**config.mk**
```make
export PLATFORM = sky130hd
export DESIGN_NAME = i2c_reg_ctrl
export DESIGN_NICKNAME = d
export VERILOG_FILES = /design/src/rtl/i2c_pkg.sv /design/src/rtl/i2c_reg_timeout.sv /design/src/rtl/i2c_reg_ctrl.sv
export SDC_FILE = /design/constraint.sdc
export NUM_CORES = 1
export LEC_CHECK = 0
export CORE_MARGIN = 5
export CORE_UTILIZATION = 44
export CTS_CLUSTER_SIZE = 24
export DETAILED_ROUTE_END_ITERATION = 12
export PLACE_DENSITY = 0.83
export SLEW_MARGIN = 10
export SYNTH_ARGS = -nofsm -noshare
export SYNTH_HDL_FRONTEND = slang
export SYNTH_SLANG_ARGS = --single-unit
export TNS_END_PERCENT = 20
```
**constraint.sdc**
```tcl
create_clock -name clk -period 3.25 [get_ports clk]
set_clock_uncertainty 0.1 [all_clocks]
set_input_delay 0.4875 -clock clk [delete_from_list [all_inputs] [get_ports clk]]
set_output_delay 0.4875 -clock clk [all_outputs]
set_load 0.03 [all_outputs]
```
**src/rtl/i2c_pkg.sv**
```systemverilog
// Shared types for the I2C register-file controller.
package i2c_pkg;

  typedef enum logic {REG_ST_PTR, REG_ST_DATA} reg_state_t;

  typedef logic [7:0] byte_t;

  localparam int REG_PTR_MAX_W = 8;

endpackage

```
**src/rtl/i2c_reg_timeout.sv**
```systemverilog
// Saturating idle counter: clear restarts it, expire holds once LIMIT-1 cycles of inactivity are reached.
module i2c_reg_timeout #(
  parameter int LIMIT = 2000
) (
  input  logic clk,
  input  logic rst_n,
  input  logic clear,
  output logic expire
);

  localparam int CW = (LIMIT > 2) ? $clog2(LIMIT) : 1;
  localparam logic [CW-1:0] LAST = CW'(LIMIT - 1);

  logic [CW-1:0] count;

  always_ff @(posedge clk) begin
    if (!rst_n) begin
      count <= '0;
    end else if (clear) begin
      count <= '0;
    end else if (count != LAST) begin
      count <= count + 1'b1;
    end
  end

  assign expire = (count == LAST);

endmodule

```
**src/rtl/i2c_reg_ctrl.sv**
```systemverilog
// Pointer-addressed 8-bit register bank behind i2c_slave (first written byte = pointer, then auto-increment data).
// Defining I2C_REG_CTRL_WRITE_IRQ_EN adds the wr_irq_o / wr_addr_o write-notify outputs.
module i2c_reg_ctrl
  import i2c_pkg::*;
#(
  parameter int                  NUM_REGS     = 16,
  parameter logic [NUM_REGS-1:0] RO_MASK      = '0,
  parameter int                  IDLE_TIMEOUT = 2000
) (
  input  logic                          clk,
  input  logic                          rst_n,
  input  logic [7:0]                    data_o,
  input  logic                          data_o_valid,
  output logic [7:0]                    data_i,
  output logic                          data_i_valid,
  input  logic                          data_i_ready,
  input  logic [NUM_REGS*8-1:0]         hw_status_i,
  output logic [NUM_REGS*8-1:0]         regs_o,
  output logic [$clog2(NUM_REGS)-1:0]   ptr_o,
`ifdef I2C_REG_CTRL_WRITE_IRQ_EN
  output logic                          wr_irq_o,
  output logic [$clog2(NUM_REGS)-1:0]   wr_addr_o,
`endif
  output logic                          coll_err_o
);

  localparam int AW = $clog2(NUM_REGS);

  reg_state_t    state, state_next, eff_state;
  logic [AW-1:0] ptr;
  byte_t         regs     [NUM_REGS];
  byte_t         hw_bytes [NUM_REGS];
  byte_t         read_byte;
  logic          expire;
  logic          ptr_load, data_wr, wr_en, read_stb, ptr_inc;

  for (genvar i = 0; i < NUM_REGS; i++) begin : g_slots
    assign hw_bytes[i]       = hw_status_i[i*8 +: 8];
    assign regs_o[i*8 +: 8]  = RO_MASK[i] ? 8'h00 : regs[i];
  end

  i2c_reg_timeout #(
    .LIMIT (IDLE_TIMEOUT)
  ) u_timeout (
    .clk    (clk),
    .rst_n  (rst_n),
    .clear  (data_o_valid | data_i_ready),
    .expire (expire)
  );

  // An expired idle window ends the transaction even in the cycle it fires, so that byte is a pointer.
  assign eff_state = expire ? REG_ST_PTR : state;

  always_ff @(posedge clk) begin
    if (!rst_n) begin
      state <= REG_ST_PTR;
    end else begin
      state <= state_next;
    end
  end

  always_comb begin
    state_next = eff_state;
    if (data_o_valid && eff_state == REG_ST_PTR) begin
      state_next = REG_ST_DATA;
    end
  end

  always_comb begin
    ptr_load = 1'b0;
    data_wr  = 1'b0;
    case (eff_state)
      REG_ST_PTR:  ptr_load = data_o_valid;
      REG_ST_DATA: data_wr  = data_o_valid;
      default:     ;
    endcase
    wr_en    = data_wr && !RO_MASK[ptr];
    read_stb = data_i_ready && !data_o_valid;
    ptr_inc  = data_wr || read_stb;
  end

  assign read_byte = RO_MASK[ptr] ? hw_bytes[ptr] : regs[ptr];

  // Any pointer movement drops data_i_valid for one cycle so data_i never shows a stale slot while valid.
  always_ff @(posedge clk) begin
    if (!rst_n) begin
      for (int i = 0; i < NUM_REGS; i++) begin
        regs[i] <= '0;
      end
      ptr          <= '0;
      data_i       <= '0;
      data_i_valid <= 1'b0;
      coll_err_o   <= 1'b0;
    end else begin
      if (wr_en) begin
        regs[ptr] <= data_o;
      end
      if (ptr_load) begin
        ptr <= data_o[AW-1:0];
      end else if (ptr_inc) begin
        ptr <= ptr + 1'b1;
      end
      data_i       <= read_byte;
      data_i_valid <= !(data_o_valid || data_i_ready);
      if (data_o_valid && data_i_ready) begin
        coll_err_o <= 1'b1;
      end
    end
  end

  assign ptr_o = ptr;

`ifdef I2C_REG_CTRL_WRITE_IRQ_EN
  always_ff @(posedge clk) begin
    if (!rst_n) begin
      wr_irq_o  <= 1'b0;
      wr_addr_o <= '0;
    end else begin
      wr_irq_o <= wr_en;
      if (wr_en) begin
        wr_addr_o <= ptr;
      end
    end
  end
`endif

endmodule

```
==> impl_metrics.toml <==
[sta]
final_hold_viol_count = 0
rsz0062_at_grt = "no"
timing.final.crit_share_pct = 75.8
fin_setup_tns_ps = 0
tightestPinTransition_ps = 798
slew_violations = 0
period_needed_ps = 2460
holdWs_ps = 404
fmax_ghz = 0.406
final.setup.worst_slack_ps = 788
setup_viol = 0
max_slew_margin_pct = 46.7

[grt]
grt_pass1_vias = 5191
grt.overflow.total = 0
grt_max_degree = 32
grt_pass1_wl_mm = 30.1
antenna_found_initial = 0
grt_usage_pct = 22.3

[clock_tree]
clkLatencyLatePin_ps = 430
tritoncts = "done"
htreeDepth = 4
clk_root_buffer_cell = "clkbuf_16"
cts_buffers = 17
clock_sinks = 158
clockBufferDepth = 2
post_cts_resized = 0
path_clk_slew_ps = 60
post_cts_buffers = 0
hold_buffers = 0

[logic_synthesis]
syn_inst = 569
synth_top_cell_by_area = "edfxtp_1"
synth_nets = 714
synth_area_leaders = "edfxtp_1 (55%), dfxtp_1 (8.6%), nor2_1 (7.6%), mux4_2 (6.7%), mux2i_1 (4.0%)"
syn_area_um2 = 7020
synth.distinct_cells = 45
ys_seq_elements = 158
netlist.area_leader.share_pct = 54.8
synth_area_per_cell_um2 = 12.3
yosysWarningCount = 0
ys_seq_area_share_pct = 63.3

[setup_path]
critPathArrivalTime_ps = 1870
slowest_stage = "clkdlybuf4s50_1"
crit_type = "reg2out"
end_kind = "output port"
crit_chain = "clkdlybuf4s50_1"
ff2ff_setup_slack_ps = 790
critPathBufInv = 1
worst-path-max-fanout = 13
crit_family = "buffers and inverters"
cp-start-kind = "flop"
cp.required_ps = 2660
critical_path.max_stage_delay_ps = 820

[floorplanning]
die_area_um2 = 18600
num_rows = 46
core_area_um2 = 15800
start_util_pct = 44.5
die_h_um = 136
io_pins = 282
fp.dieW_um = 136

[finish]
diodes = 0
multi_input_area_um2 = 2370
layout_common_cells = "clkdlybuf4s50_1 (153), nor2_1 (142), edfxtp_1 (128), nand2_1 (42), o21ai_0 (31)"
nFillCells = 1178
fin_cells = 966
final-seq-area_um2 = 4450
layout_commonest_cell = "clkdlybuf4s50_1"
fin_nets = 882
drive_gt1_share_pct = 12.8
area_growth_pct = 35.1

[power]
ir_drop_v = 0.000412
power_leakage_uw = 0.00331
power_uw = 5000
powerDensity_nw_per_um2 = 528

[place]
routabilityCongestion = 0.870
portBuffers = 153
dp_hpwl_mm = 14.9
place_inst = 934
dp_slack_ps = 528

[routing]
totalWireLength_mm = 20.7
first_iter_violations = 767
firstDrtPassIters = 8
avgRoutedWirePerCell_um = 21.4
via_per_inst = 5.62
vias = 5425
drc_errors = 0
ant_nets = 0

[worst_hold_path]
hold_path.class = "reg2reg"

[status]
status = "finished clean"

[run]
drv_cap = 0
[cells in the mapped netlist (all sizes together)]
master  instances
and3            6
ha              5
o41ai           1
a31oi           3
a21oi           9
a211oi          3
nand3b          1
nor2          142
o211ai          3
or2             1
mux4           21
o21ai          31
xor2            6
o22ai           6
edfxtp        128
nand4           3
dfxtp          30
inv             8
buf            24
xnor2           4
nand3          13
mux2            4
and4b           2
a21boi          1
a22oi           6
o31a            2
nor3            5
or3             1
nand2b          3
and2            3
clkbuf         11
nand2          46
o21a            1
nor2b           7
nand4b          1
mux2i          28
[power breakdown]
group          total, µW  internal (µW)  switching (µW)
clock network       1930           1150             779
logic                717            288             430
registers           2350           2270            83.4
total               5000           3710            1290
[kinds of logic after synthesis]
family                   after synthesis  synth area share (%)
flip-flops                           158                  63.3
buffers and inverters                 43                  2.91
AND/OR/NAND/NOR                      234                  14.2
adder cells (fa/ha/maj)                5                 0.892
XOR/XNOR                              10                  1.25
AO/OA/AOI/OAI                         66                  6.01
multiplexers                          53                  11.4
[path summary, 6_finish.rpt]
kind	startpoint	endpoint	cells after the start
worst max-delay path	ptr_o[2]	ptr_o[2]	1
worst min-delay path	coll_err_o	coll_err_o	2
worst max register to register	u_timeout.count[0]	regs[10][7]	6
worst min register to register	coll_err_o	coll_err_o	2
[through the flow]
stage	util [%]	area, µm²
finish	60.1	9480
detailed placement	56.4	8890
CTS	60.1	9480
global placement	56.4	8890
floorplan	-	7020
global route	60.1	9480
[state kept, by name, indices dropped and copies added, names as in the netlist, named ones only]
name / flops
regs: 128
ptr_o: 4
data_i: 8
u_timeout.count: 11
data_i_valid: 1
state: 1
coll_err_o: 1
[layout make-up]
class,count,area share (%)
clock inverter,7,0.502
clock buffer,25,5.69
tap,216,2.85
multi-input combinational,368,25.0
sequential,158,46.9
inverter,8,0.317
timing repair buffer,184,18.7
[worst min-delay path, delay by kind of cell, from the launching register on]
| kind | cells | cell delay [ps] |
|---|---|---|
| DFF | 1 | 330 |
| and+or+nand+nor | 1 | 90 |
| AOI/OAI and AO/OA | 1 | 40 |
[routing by layer]
layer / share of wire, % / global-route usage, % / wire length (µm)
met3: 15 / 8.70 / 3100
met1: 35 / 27.8 / 7260
met5: 0 / 0 / 0
met2: 46 / 34.6 / 9460
met4: 4.1 / 9.97 / 855
(Power assumes the default switching activity.)
